--- config.mk ---
export PLATFORM = sky130hd
export DESIGN_NAME = param_reg_file
export DESIGN_NICKNAME = d
export VERILOG_FILES = /design/src/rtl/param_reg_file.sv
export SDC_FILE = /design/constraint.sdc
export NUM_CORES = 1
export LEC_CHECK = 0
export CELL_PAD_IN_SITES_DETAIL_PLACEMENT = 1
export CELL_PAD_IN_SITES_GLOBAL_PLACEMENT = 1
export CORE_ASPECT_RATIO = 2
export CORE_UTILIZATION = 45
export DETAILED_ROUTE_END_ITERATION = 10
export HOLD_SLACK_MARGIN = 0.06
export PLACE_DENSITY = 0.95
export SETUP_SLACK_MARGIN = 0.4
export SYNTH_ARGS = -nofsm -noshare
export SYNTH_HDL_FRONTEND = slang
export SYNTH_SLANG_ARGS = --single-unit
--- constraint.sdc ---
create_clock -name clk -period 7.4 [get_ports clk]
set_input_delay 1.48 -clock clk [delete_from_list [all_inputs] [get_ports clk]]
set_output_delay 1.48 -clock clk [all_outputs]
set_load 0.02 [all_outputs]
--- src/rtl/param_reg_file.sv ---
// Parametrised general-purpose register file with inc/dec/load/half-load ops.
// Two combinational read ports plus registered wrap pulses and zero flags.
module param_reg_file #(
    parameter int              WIDTH     = 8,
    parameter int              NREG      = 4,
    parameter int              SELW      = 2,
    parameter logic [WIDTH-1:0] RESET_VAL = '0
) (
    input  logic             clk,
    input  logic             rst_n,
    input  logic [2:0]       FunSel,
    input  logic [NREG-1:0]  RegSel,
    input  logic [WIDTH-1:0] I,
    input  logic [SELW-1:0]  OutASel,
    input  logic [SELW-1:0]  OutBSel,
    output logic [WIDTH-1:0] OutA,
    output logic [WIDTH-1:0] OutB,
    output logic [NREG-1:0]  ZeroFlag,
    output logic [NREG-1:0]  WrapPulse
);

    localparam int H = WIDTH / 2;

    localparam logic [2:0] OP_DEC  = 3'b000;
    localparam logic [2:0] OP_INC  = 3'b001;
    localparam logic [2:0] OP_LD   = 3'b010;
    localparam logic [2:0] OP_CLR  = 3'b011;
    localparam logic [2:0] OP_LDLO = 3'b100;
    localparam logic [2:0] OP_LDHI = 3'b101;

    localparam logic [WIDTH-1:0] ALL1 = '1;
    localparam logic [WIDTH-1:0] ONE  = WIDTH'(1);

    generate
        if ((WIDTH < 2) || (WIDTH % 2 != 0)) begin : g_bad_width
            $error("param_reg_file: WIDTH must be even and >= 2");
        end
        if ((NREG < 2) || (NREG > 16)) begin : g_bad_nreg
            $error("param_reg_file: NREG must be in 2..16");
        end
        if ((1 << SELW) < NREG) begin : g_bad_selw
            $error("param_reg_file: SELW too narrow for NREG");
        end
    endgenerate

    logic [WIDTH-1:0] r_q [NREG];
    logic [WIDTH-1:0] r_d [NREG];
    logic [NREG-1:0]  wrap_q;
    logic [NREG-1:0]  wrap_d;

    // Next-state for every register: enabled ones apply FunSel, others hold.
    always_comb begin
        for (int i = 0; i < NREG; i++) begin
            r_d[i]    = r_q[i];
            wrap_d[i] = 1'b0;
            if (!RegSel[i]) begin
                case (FunSel)
                    OP_DEC: begin
                        r_d[i]    = r_q[i] - ONE;
                        wrap_d[i] = (r_q[i] == '0);
                    end
                    OP_INC: begin
                        r_d[i]    = r_q[i] + ONE;
                        wrap_d[i] = (r_q[i] == ALL1);
                    end
                    OP_LD:   r_d[i] = I;
                    OP_CLR:  r_d[i] = '0;
                    OP_LDLO: r_d[i] = {r_q[i][WIDTH-1:H], I[H-1:0]};
                    OP_LDHI: r_d[i] = {I[H-1:0], r_q[i][H-1:0]};
                    default: r_d[i] = r_q[i];
                endcase
            end
        end
    end

    // Register bank and wrap pulses; synchronous reset overrides any op.
    always_ff @(posedge clk) begin
        if (!rst_n) begin
            for (int i = 0; i < NREG; i++) begin
                r_q[i] <= RESET_VAL;
            end
            wrap_q <= '0;
        end else begin
            for (int i = 0; i < NREG; i++) begin
                r_q[i] <= r_d[i];
            end
            wrap_q <= wrap_d;
        end
    end

    // Read ports: out-of-range selects return zero, no write bypass.
    always_comb begin
        OutA = '0;
        OutB = '0;
        for (int i = 0; i < NREG; i++) begin
            if (int'(OutASel) == i) OutA = r_q[i];
            if (int'(OutBSel) == i) OutB = r_q[i];
        end
    end

    // Zero status straight from register contents.
    always_comb begin
        for (int i = 0; i < NREG; i++) begin
            ZeroFlag[i] = (r_q[i] == '0);
        end
    end

    assign WrapPulse = wrap_q;

endmodule
======== After elaboration in Yosys (flattened, before gate mapping) ========
Memory sizes are Yosys's and may differ from the RTL's.
Index checks and enable logic that the tools add are counted.
word-level totals
  memories ................................ 1
  register bits after elaboration ......... 4
  logic and storage cells ................. 70
  output and inout port bits .............. 24
  bits in read-only memories .............. 0
  memory bits (writable) .................. 32
  bits in latches ......................... 0
cells by class
  muxes and demuxes ....................... 26
  magnitude comparators ................... 0
  bitwise operators ....................... 5
  div/mod/pow operators ................... 0
  $mul .................................... 0
  shift operators ......................... 0
  $add $sub $neg .......................... 8
  reductions and logical operators ........ 11
  equality and inequality tests ........... 15
memory list
  memory  depth  bits a word  rd ports  clocked after Yosys merged registers in  wr ports  RTL line  source
  r_q     4      8            4         0                                        4         46        logic [WIDTH-1:0] r_q [NREG];
operators with widths
  kind                                                                 count
  8-bit one-hot mux with 6 select lines                                4
  8-bit two-way mux                                                    16
  8-bit by 1-bit adder with 8-bit output (second input constant)       4
  8-bit == test (second input constant)                                4
  8-bit zero test                                                      4
  8-bit by 1-bit subtractor with 8-bit output (second input constant)  4
  2-bit == test (second input constant)                                4
  1-bit one-hot mux with 2 select lines                                4
  2-bit OR reduction                                                   4
  3-bit by 2-bit == test with 1-bit output (second input constant)     2
  3-bit == test (second input constant)                                2
  2-bit by 1-bit == test with 1-bit output (second input constant)     2
  2-bit zero test                                                      2
  1-bit bitwise OR                                                     4
  3-bit by 1-bit == test with 1-bit output (second input constant)     1
  3-bit zero test                                                      1
  1-bit two-way mux                                                    2
  1-bit NOT                                                            1

======== Depth between registers and ports, before layout ========
Gate-level depths: netlist of run 1.
  depth in word-level cells ............... 5
  depth in mapped cells ................... 9
  mapped depth without buffers ............ 8

======== Worst setup path before layout of run 1 ========
OpenSTA, ideal clock, no wires.
  path kind ............................... input to register
  from .................................... in FunSel[2]
  to ...................................... mem r_q[2][7]
  setup time .............................. 0.076 ns
  path slack .............................. 3.057 ns
  stages .................................. 9
  data arrival time ....................... 4.267 ns
  buffers on the path ..................... 1
  data required time ...................... 7.324 ns
  cell sequence ........................... buf_2 -> nor2_1 -> nand2_1 -> ha_1 -> a211o_2 -> a2111oi_4 -> o21bai_1 -> or3b_1 -> a31oi_1
RTL lines
  element      RTL line  source
  from (decl)  11        input logic [2:0] FunSel,
  to (decl)    46

======== Worst setup path after layout of run 1 ========
  from .................................... in OutBSel[0]
  to ...................................... out OutB[0]
between the ends
  word-level cells in the longest chain between the ends .. 5
  elaborated cells on any way between the ends .. 8
  classes of those cells .................. eq/ne (3); mux (4); reduce/logical (1)
ends and longest elaborated chain
  element                         RTL line  source
  from (decl)                     15        input logic [SELW-1:0] OutBSel,
  2-bit zero test                 97        if (int'(OutBSel) == i) OutB = r_q[i];
  8-bit two-way mux (3 in a row)  97
  8-bit two-way mux (*)           97
  to (decl)                       17        output logic [WIDTH-1:0] OutB,
Every way passes the cells marked *; elsewhere a longest branch is shown, timed or not.

==> results of run 1 <==
[stage by stage]
| stage | util | hold slack (ns) |
|---|---|---|
| final | 0.558 | 0.571 |
| after detailed placement | 0.537 | 0.571 |
| after CTS | 0.558 | 0.565 |
| after global routing | 0.558 | 0.615 |
| after floorplan | - | 0.494 |
| after global placement | 0.537 | 0.531 |
[cell usage after synthesis (3+ instances only)]
cell | instances | area share
a21oi_1 | 54 | 0.081
o21ai_0 | 49 | 0.073
dfxtp_1 | 36 | 0.22
nor2_1 | 32 | 0.036
ha_1 | 28 | 0.10
nand2_1 | 23 | 0.026
mux4_2 | 14 | 0.094
nor3_1 | 12 | 0.018
clkbuf_1 | 11 | 0.012
a211oi_1 | 10 | 0.022
xnor2_1 | 10 | 0.026
a31oi_1 | 8 | 0.015
nand4_1 | 8 | 0.015
a21o_1 | 7 | 0.016
or4_1 | 7 | 0.016
inv_1 | 6 | 0.0067
nand2b_1 | 6 | 0.011
o21a_1 | 6 | 0.013
a311oi_1 | 5 | 0.013
nor4b_1 | 5 | 0.013
and3_1 | 4 | 0.0075
buf_2 | 4 | 0.0060
fa_1 | 4 | 0.024
o221ai_1 | 4 | 0.010
mux2i_1 | 3 | 0.0090
nand3_1 | 3 | 0.0045
o41ai_1 | 3 | 0.0078
[cells by family after synthesis]
group           count (synthesis)
compound gates                163
xor+xnor                       13
fa+ha+maj                      32
buf+inv                        22
flops                          36
mux                            20
simple gates                  111
[power breakdown]
group | internal (mW) | switching [mW] | leakage (nW) | total [mW]
clock | 0.142 | 0.0881 | 0.0760 | 0.230
combinational | 0.160 | 0.192 | 1.13 | 0.351
sequential | 0.212 | 0.0410 | 0.297 | 0.253
[area by class of cell]
class | instances | area share
sequential | 36 | 0.179
inverter | 7 | 0.00653
tap | 92 | 0.0286
timing repair buffer | 45 | 0.111
clock buffer | 7 | 0.0379
multi-input combinational | 339 | 0.637
[metal layers]
layer,vias to the layer above,share of wire,global-route usage
met5,-,0,0
met4,0,0.068,0.249
met3,66,0.051,0.0421
met2,190,0.54,0.629
met1,1806,0.34,0.340
li1,1640,-,-
[flip-flops by register name, indices dropped and copies added (netlist names)]
signal	count
WrapPulse	4
r_q	32
[worst reg2reg max path: stages (launching register included)]
cell and delay, ns:
dfxtp_1 0.54, ha_1 0.31, a211o_2 0.39, a2111oi_4 0.30, o21bai_1 0.14, or3b_1 0.38, a31oi_1 0.18
[worst max-delay path by stage]
stage | to | cells past startpoint | slack (ns) | start
global route | OutB[0] | 3 | 2.39 | OutBSel[0]
finish | OutB[0] | 3 | 2.42 | OutBSel[0]
floorplan | r_q[2][7]$_SDFFE_PN0P_ | 9 | 3.06 | FunSel[2]
CTS | OutB[0] | 3 | 2.41 | OutBSel[0]
global placement | OutB[0] | 3 | 2.48 | OutBSel[0]
detailed placement | OutB[0] | 3 | 2.42 | OutBSel[0]
==> impl_metrics.csv, run 1 <==
group,metric,value,unit
run_status,status,"complete, no violations",
job,drv_cap,0,
clock_tree,cts_setup_buffers,0,
drt,drcViolationCount,0,
synthesis,yosys.area_share.simple,0.171,
timing,slew_viol_final,0,
hold_path,hold_path_end,"r_q[0][2]$_SDFFE_PN0P_",
global_routing,grt_pass1_vias,3791,
critical_path,crit_top_cell,"clkdlybuf4s50_1",
hold_path,hold_depth,2,
critical_path,worstPathRequired,5.92,ns
timing,setup_viol,0,
synthesis,synth_xor_area_frac,0.0385,
critical_path,ff2ff_setup_slack,5.08,ns
finish,n_antenna_cell,0,
clock_tree,cts_tree,"built",
critical_path,path_class,"in2out",
die,dieArea,7820,um2
place,placed_cell_area,3870,um2
place,io_buffers,44,
critical_path,worstPathCellList,"clkdlybuf4s50_1, mux4_1, clkdlybuf4s50_1",
timing,slew_headroom,0.314,
synthesis,ys_ff_latch,36,
place,dp_slack,2.42,ns
place,dp.cells,519,
clock_tree,clk_path_buf_depth,2,
die,start_util,0.465,
global_routing,grt_pass1_wl,19.7,mm
synthesis,avgSynthCellArea,8.44,um2
finish,nFillCells,873,
timing,skew,0.00447,ns
hold_path,min_from,"r_q[0][2]$_SDFFE_PN0P_",
critical_path,path_max_fanout,8,
die,die_h,124,um
critical_path,cp-start-kind,"input port",
power,power,834,uW
place,place.gp.congestion,0.920,
global_routing,grt_max_degree,37,
critical_path,path_buf_inv,2,
timing,min_period_over_period,0.673,
critical_path,max_stage_delay,0.84,ns
drt,avgViaCountPerCell,7.04,
clock_tree,cts_resized,0,
clock_tree,htreeDepth,2,
critical_path,r2r_end,"r_q[2][7]$_SDFFE_PN0P_",
critical_path,r2r_cells,6,
synthesis,synthAdderAreaFrac,0.128,
drt,vias,3702,
timing,rsz0062_at_grt,"no",
global_routing,antenna_found_initial,0,
synthesis,synth_top_family_by_area,"compound AO/OA/AOI/OAI gates",
synthesis,yosysWarnings,0,
finish,regArea,721,um2
finish,fin_area,4020,um2
timing,worst_pin_slew,1.03,ns
synthesis,synth_cells,397,
critical_path,crit_arrival,3.50,ns
critical_path,critPathTopFamily,"buffers and inverters",
power,vdd_drop_max,0.108,mV
drt,wl_per_cell,24.5,um
timing,fin_crit,4.98,ns
synthesis,synth_compound_gate_area_share,0.299,
finish,multi_input_area,2560,um2
power,cellLeakagePower,1.50,nW
synthesis,synth_edf_count,0,
synthesis,ys_seq_area_frac,0.215,
finish,nets,487,
drt,drt-initial-drc-count,407,
die,rows,44,
clock_tree,hold_buffers,0,
synthesis,yosys-mux-area-fraction,0.122,
die,die_x,63.0,um
clock_tree,insertion_delay,0.29,ns
synthesis,ys_types,53,
drt,drt-total-wl,12.9,mm
synthesis,async_reset_ff_frac,0,
timing,setup_tns,0,ns
finish,syn2layout_area_growth,20.1,%
die,core-area,7210,um2
drt,ant_nets,0,
timing,final_hold_viol_count,0,
power,powerDensity,207,nW/um2
synthesis,synth_ff_type,"dfxtp_1",
synthesis,syn-cell-area,3350,um2
critical_path,endpoint_kind,"primary output",
critical_path,worst_r2r_startpoint,"r_q[2][1]$_SDFFE_PN0P_",
die,num_io_pins,45,
critical_path,critical_path.slowest_cell,"clkdlybuf4s50_1",
timing,fmax,201,MHz
place,dpl.hpwl,9.49,mm
synthesis,synthesis.nets,450,
clock_tree,root_buffer,"clkbuf_16",
global_routing,grt_overflow_total,0,
global_routing,grt.total_usage,0.339,
finish,drive_above_1_share,0.0691,
clock_tree,cts.sink_count,36,
finish,final_common_cell,"a21oi_1",
timing,setup_ws,2.42,ns
finish,fin_cells,526,
finish,final_cell_mix,"a21oi_1, o21ai_0, clkdlybuf4s50_1",
clock_tree,cts_buffers,5,
hold_path,hold_path.class,"reg2reg",
clock_tree,clk_pin_slew_worst_paths,0.06,ns
drt,dr.pass1.iters,5,
Note: power is estimated with default switching activity, not from simulation.
==> run 2, diff against run 1 <==
--- a/config.mk
+++ b/config.mk
@@ -8,10 +8,10 @@
 export CELL_PAD_IN_SITES_DETAIL_PLACEMENT = 1
 export CELL_PAD_IN_SITES_GLOBAL_PLACEMENT = 1
 export CORE_ASPECT_RATIO = 2
-export CORE_UTILIZATION = 45
+export CORE_UTILIZATION = 42
 export DETAILED_ROUTE_END_ITERATION = 10
 export HOLD_SLACK_MARGIN = 0.06
-export PLACE_DENSITY = 0.95
+export PLACE_DENSITY = 0.9
 export SETUP_SLACK_MARGIN = 0.4
 export SYNTH_ARGS = -nofsm -noshare
 export SYNTH_HDL_FRONTEND = slang
==> constraint.sdc (replaced) <==
create_clock -name clk -period 4.7 [get_ports clk]
set_input_delay 0.94 -clock clk [delete_from_list [all_inputs] [get_ports clk]]
set_output_delay 0.94 -clock clk [all_outputs]
set_load 0.02 [all_outputs]
==> impl_metrics.csv, run 2 (same netlist as run 1, synthesis figures left out) <==
group,metric,value,unit
drt,top_layer,"met4",
die,dieArea,8360,um2
timing,fin_crit,3.87,ns
place,dpl.hpwl,9.77,mm
drt,drcViolationCount,0,
finish,final_cell_mix,"a21oi_1, o21ai_0, clkdlybuf4s50_1",
drt,drt-total-wl,13.5,mm
global_routing,grt.total_usage,0.343,
global_routing,grt_max_degree,25,
critical_path,ff2ff_setup_slack,2.39,ns
timing,hold_slack,0.591,ns
critical_path,worst_r2r_startpoint,"r_q[1][1]$_SDFFE_PN0P_",
finish,final_common_cell,"a21oi_1",
critical_path,path_class,"in2out",
finish,nets,491,
timing,setup_viol,0,
finish,largest_register,"r_q",
critical_path,cp-start-kind,"input port",
drt,wl_per_cell,25.3,um
clock_tree,clk_path_buf_depth,2,
critical_path,critPathTopFamily,"buffers and inverters",
drt,avgViaCountPerCell,7.08,
clock_tree,root_buffer,"clkbuf_16",
clock_tree,cts_buffers,5,
job,drv_cap,0,
critical_path,path_max_fanout,8,
hold_path,hold_depth,2,
finish,fin_cells,533,
drt,drt-initial-drc-count,449,
global_routing,grt_pass1_wl,21.6,mm
power,vdd_drop_max,0.136,mV
critical_path,worstPathRequired,3.76,ns
drt,dr_wl_met3,852,um
timing,worst_pin_slew,0.827,ns
die,rows,45,
run_status,status,"complete, no violations",
critical_path,endpoint_kind,"primary output",
die,start_util,0.438,
clock_tree,clk_pin_slew_worst_paths,0.06,ns
finish,drive_above_1_share,0.0774,
clock_tree,cts_setup_buffers,0,
drt,dr.pass1.iters,5,
die,die_x,65.2,um
clock_tree,cts_tree,"built",
clock_tree,hold_buffers,0,
clock_tree,htreeDepth,2,
timing,fmax,258,MHz
clock_tree,insertion_delay,0.29,ns
drt,vias,3773,
clock_tree,cts_resized,0,
global_routing,antenna_found_initial,0,
critical_path,crit_arrival,2.93,ns
clock_tree,cts.sink_count,36,
critical_path,crit_top_cell,"clkdlybuf4s50_1",
timing,final_hold_viol_count,0,
drt,met1_length,4.52,mm
global_routing,grt_pass1_vias,4094,
timing,min_period_over_period,0.824,
power,powerDensity,333,nW/um2
finish,final_core_util,0.530,
timing,rsz0062_at_grt,"no",
critical_path,r2r_end,"r_q[1][7]$_SDFFE_PN0P_",
critical_path,path_buf_inv,2,
place,io_buffers,44,
hold_path,min_from,"r_q[0][2]$_SDFFE_PN0P_",
die,num_io_pins,45,
die,core-area,7660,um2
power,cellLeakagePower,1.52,nW
timing,setup_tns,0,ns
drt,ant_nets,0,
die,die_h,128,um
global_routing,grt_overflow_total,0,
finish,n_antenna_cell,0,
critical_path,max_stage_delay,0.83,ns
place,place.gp.congestion,0.982,
hold_path,hold_path_end,"r_q[0][2]$_SDFFE_PN0P_",
finish,syn2layout_area_growth,21.1,%
critical_path,critical_path.slowest_cell,"clkdlybuf4s50_1",
critical_path,worstPathCellList,"clkdlybuf4s50_1, mux4_2, clkdlybuf4s50_1",
hold_path,hold_path.class,"reg2reg",
timing,slew_viol_final,0,
timing,slew_headroom,0.447,
timing,skew,0.00889,ns
finish,largest_reg_flops,32,
power,power,1.35,mW
critical_path,r2r_cells,6,
drt,wl_met2,7.08,mm
place,dp.cells,525,
[run 2: per-stage QoR]
| stage | area (um2) | setup slack (ns) |
|---|---|---|
| 3_3_place_gp | 3890 | 0.890 |
| 6_report | 4060 | 0.826 |
| 5_1_grt | 4060 | 0.747 |
| 2_1_floorplan | 3350 | 0.897 |
| 3_5_place_dp | 3890 | 0.761 |
| 4_1_cts | 4060 | 0.808 |
[run 2: tightest hold or removal path: stages (launching register included)]
cell and delay [ns]:
dfxtp_1 0.36, o21ai_0 0.11, a21oi_1 0.07
[run 2: worst max-delay path by stage]
stage                from                      to  slack, ns  cells after the start
2_1_floorplan   FunSel[2]  r_q[2][7]$_SDFFE_PN0P_       0.90                      9
3_3_place_gp   OutBSel[0]                 OutB[3]       0.89                      3
3_5_place_dp    FunSel[1]  r_q[1][7]$_SDFFE_PN0P_       0.76                     10
4_1_cts        OutASel[0]                 OutA[0]       0.81                      3
5_1_grt         FunSel[1]  r_q[3][7]$_SDFFE_PN0P_       0.75                     11
6_report       OutBSel[0]                 OutB[3]       0.83                      3
[run 2: where the power goes]
| part | switching [mW] | total, mW | internal, mW |
|---|---|---|---|
| Combinational | 0.310 | 0.564 | 0.253 |
| Clock | 0.139 | 0.389 | 0.250 |
| Sequential | 0.0643 | 0.398 | 0.334 |
| Total | 0.513 | 1.35 | 0.837 |
[run 2: area by class of cell]
class                           count  area (um2)
Fill cell                         953        3600
Multi-Input combinational cell    339        2550
Sequential cell                    36         721
Timing Repair Buffer               49         478
Clock buffer                        6         129
Tap cell                           94         118
Clock inverter                      2        35.0
Inverter                            7        26.3
[run 2: layer usage]
metal | vias to the layer above | global-route usage
li1 | 1639 | -
met1 | 1841 | 0.348
met2 | 213 | 0.606
met3 | 80 | 0.0685
met4 | 0 | 0.239
met5 | - | 0
==> run 3, diff against run 2 <==
==> constraint.sdc (replaced) <==
create_clock -name clk -period 3.9 [get_ports clk]
set_input_delay 0.78 -clock clk [delete_from_list [all_inputs] [get_ports clk]]
set_output_delay 0.78 -clock clk [all_outputs]
set_load 0.02 [all_outputs]
==> impl_metrics.csv, run 3 (same netlist as run 1, synthesis figures left out) <==
group,metric,value,unit
run_status,status,"complete, no violations",
place,placed_cell_area,3960,um2
timing,hold_slack,0.621,ns
drt,vias,3722,
finish,largest_register,"r_q",
place,place.gp.congestion,0.898,
critical_path,critPathLaunch,"OutASel[1]",
critical_path,cp-start-kind,"input port",
critical_path,path_buf_inv,2,
power,power_switching,607,uW
power,cellLeakagePower,1.58,nW
critical_path,worstSetupEndpoint,"OutA[4]",
timing,fin_crit,3.41,ns
drt,avgViaCountPerCell,6.87,
drt,dr.pass1.iters,5,
power,comb_power_share,0.431,
finish,drive_above_1_share,0.0960,
finish,final_common_cell,"a21oi_1",
clock_tree,root_buffer,"clkbuf_16",
timing,slew_headroom,0.424,
power,powerDensity,382,nW/um2
finish,nets,500,
timing,min_period_over_period,0.873,
timing,setup_tns,0,ns
critical_path,r2r_cells,6,
critical_path,r2r_end,"r_q[2][7]$_SDFFE_PN0P_",
power,p_clk_frac,0.265,
critical_path,critPathTopFamily,"buffers and inverters",
job,drv_cap,0,
critical_path,crit_top_cell,"clkdlybuf4s50_1",
finish,largest_reg_flops,32,
clock_tree,clk_pin_slew_worst_paths,0.06,ns
timing,worst_pin_slew,0.860,ns
clock_tree,cts_buffers,5,
critical_path,endpoint_kind,"primary output",
finish,syn2layout_area_growth,22.9,%
critical_path,path_max_fanout,5,
critical_path,critical_path.slowest_cell,"clkdlybuf4s50_1",
die,dieArea,8360,um2
place,dp.cells,534,
place,dpl.hpwl,9.98,mm
die,die_h,128,um
power,pwr-share-seq,0.303,
die,num_io_pins,45,
place,io_buffers,44,
finish,nFillCells,922,
critical_path,max_stage_delay,0.69,ns
critical_path,ff2ff_setup_slack,1.63,ns
critical_path,worstPathRequired,3.12,ns
global_routing,antenna_found_initial,0,
power,vdd_drop_max,0.184,mV
global_routing,grt_pass1_wl,20.9,mm
finish,fin_cells,542,
clock_tree,clk_path_buf_depth,2,
global_routing,grt_max_degree,31,
critical_path,crit_arrival,2.63,ns
power,swShare,0.386,
critical_path,worst_r2r_startpoint,"r_q[2][1]$_SDFFE_PN0P_",
clock_tree,cts.sink_count,36,
timing,slew_viol_final,0,
drt,drcViolationCount,0,
drt,drt-initial-drc-count,283,
finish,final_cell_mix,"a21oi_1, o21ai_0, clkdlybuf4s50_1",
global_routing,grt.total_usage,0.336,
drt,drt-total-wl,13.2,mm
die,rows,45,
power,intPower,967,uW
finish,fin_area,4120,um2
critical_path,worstPathCellList,"clkdlybuf4s50_1, mux4_2, clkdlybuf4s50_1",
global_routing,grt_overflow_total,0,
finish,n_antenna_cell,0,
timing,skew,0.00640,ns
timing,rsz0062_at_grt,"no",
critical_path,path_class,"in2out",
drt,ant_nets,0,
clock_tree,cts_tree,"built",
global_routing,grt_pass1_vias,3951,
die,core-area,7660,um2
die,start_util,0.438,
timing,final_hold_viol_count,0,
clock_tree,htreeDepth,2,
timing,setup_viol,0,
critical_path,crit_cells,3,
clock_tree,insertion_delay,0.29,ns
timing,fmax,294,MHz
hold_path,hold_path.class,"reg2reg",
die,die_x,65.2,um
drt,wl_per_cell,24.3,um
## run 3: layer usage
| layer | wire length [um] | share of wire | global-route usage | vias up |
|---|---|---|---|---|
| li1 | - | - | - | 1658 |
| met1 | 4580 | 0.35 | 0.346 | 1826 |
| met2 | 6820 | 0.52 | 0.586 | 166 |
| met3 | 758 | 0.058 | 0.0614 | 72 |
| met4 | 994 | 0.076 | 0.252 | 0 |
| met5 | 0 | 0 | 0 | - |
## run 3: timing repair
| item | CTS | global route |
|---|---|---|
| hold buffers | 0 | 0 |
| endpoints found under the setup margin | 0 | 16 |
| gates resized for setup | 0 | 4 |
| endpoints found under the hold margin | 0 | 0 |
| setup buffers | 0 | 0 |
## run 3: final cells by class
type,instances,area [um2],area share
tap,94,118,0.0286
sequential,36,721,0.175
clock buffer,8,146,0.0355
inverter,7,26.3,0.00638
timing repair buffer,58,551,0.134
multi-input combinational,339,2560,0.621
## run 3: how the worst min path moves through the flow
stage,endpoint,slack [ns],depth (start not counted),from
2_1_floorplan,r_q[1][2]$_SDFFE_PN0P_,0.49,2,r_q[1][2]$_SDFFE_PN0P_
3_3_place_gp,r_q[0][2]$_SDFFE_PN0P_,0.54,2,r_q[0][2]$_SDFFE_PN0P_
3_5_place_dp,r_q[3][2]$_SDFFE_PN0P_,0.60,2,r_q[3][2]$_SDFFE_PN0P_
4_1_cts,r_q[3][2]$_SDFFE_PN0P_,0.60,2,r_q[3][2]$_SDFFE_PN0P_
5_1_grt,r_q[3][2]$_SDFFE_PN0P_,0.65,2,r_q[3][2]$_SDFFE_PN0P_
6_report,r_q[0][3]$_SDFFE_PN0P_,0.62,2,r_q[0][3]$_SDFFE_PN0P_
## run 3: stage by stage
stage                     total power, mW  setup WS (ns)   util
final                                1.57          0.493  0.538
after global placement               1.11          0.374  0.517
after CTS                            1.56          0.403  0.537
after detailed placement             1.14          0.168  0.517
after floorplan                     0.903          0.623      -
after global routing                 1.65          0.448  0.538
## run 3: power by group through the flow
| stage | Sequential, mW | Clock (mW) | Combinational (mW) |
|---|---|---|---|
| 2_1_floorplan | 0.451 | 0 | 0.453 |
| 3_3_place_gp | 0.474 | 0 | 0.634 |
| 3_5_place_dp | 0.480 | 0 | 0.665 |
| 4_1_cts | 0.472 | 0.420 | 0.672 |
| 5_1_grt | 0.481 | 0.436 | 0.738 |
| 6_report | 0.478 | 0.418 | 0.679 |
## run 3: worst register-to-register path, cell delays in order, from the launching register on
cell and delay, ns:
dfxtp_1 0.52, ha_1 0.31, a211o_2 0.38, a2111oi_4 0.29, o21bai_1 0.13, or3b_1 0.39, a31oi_1 0.18
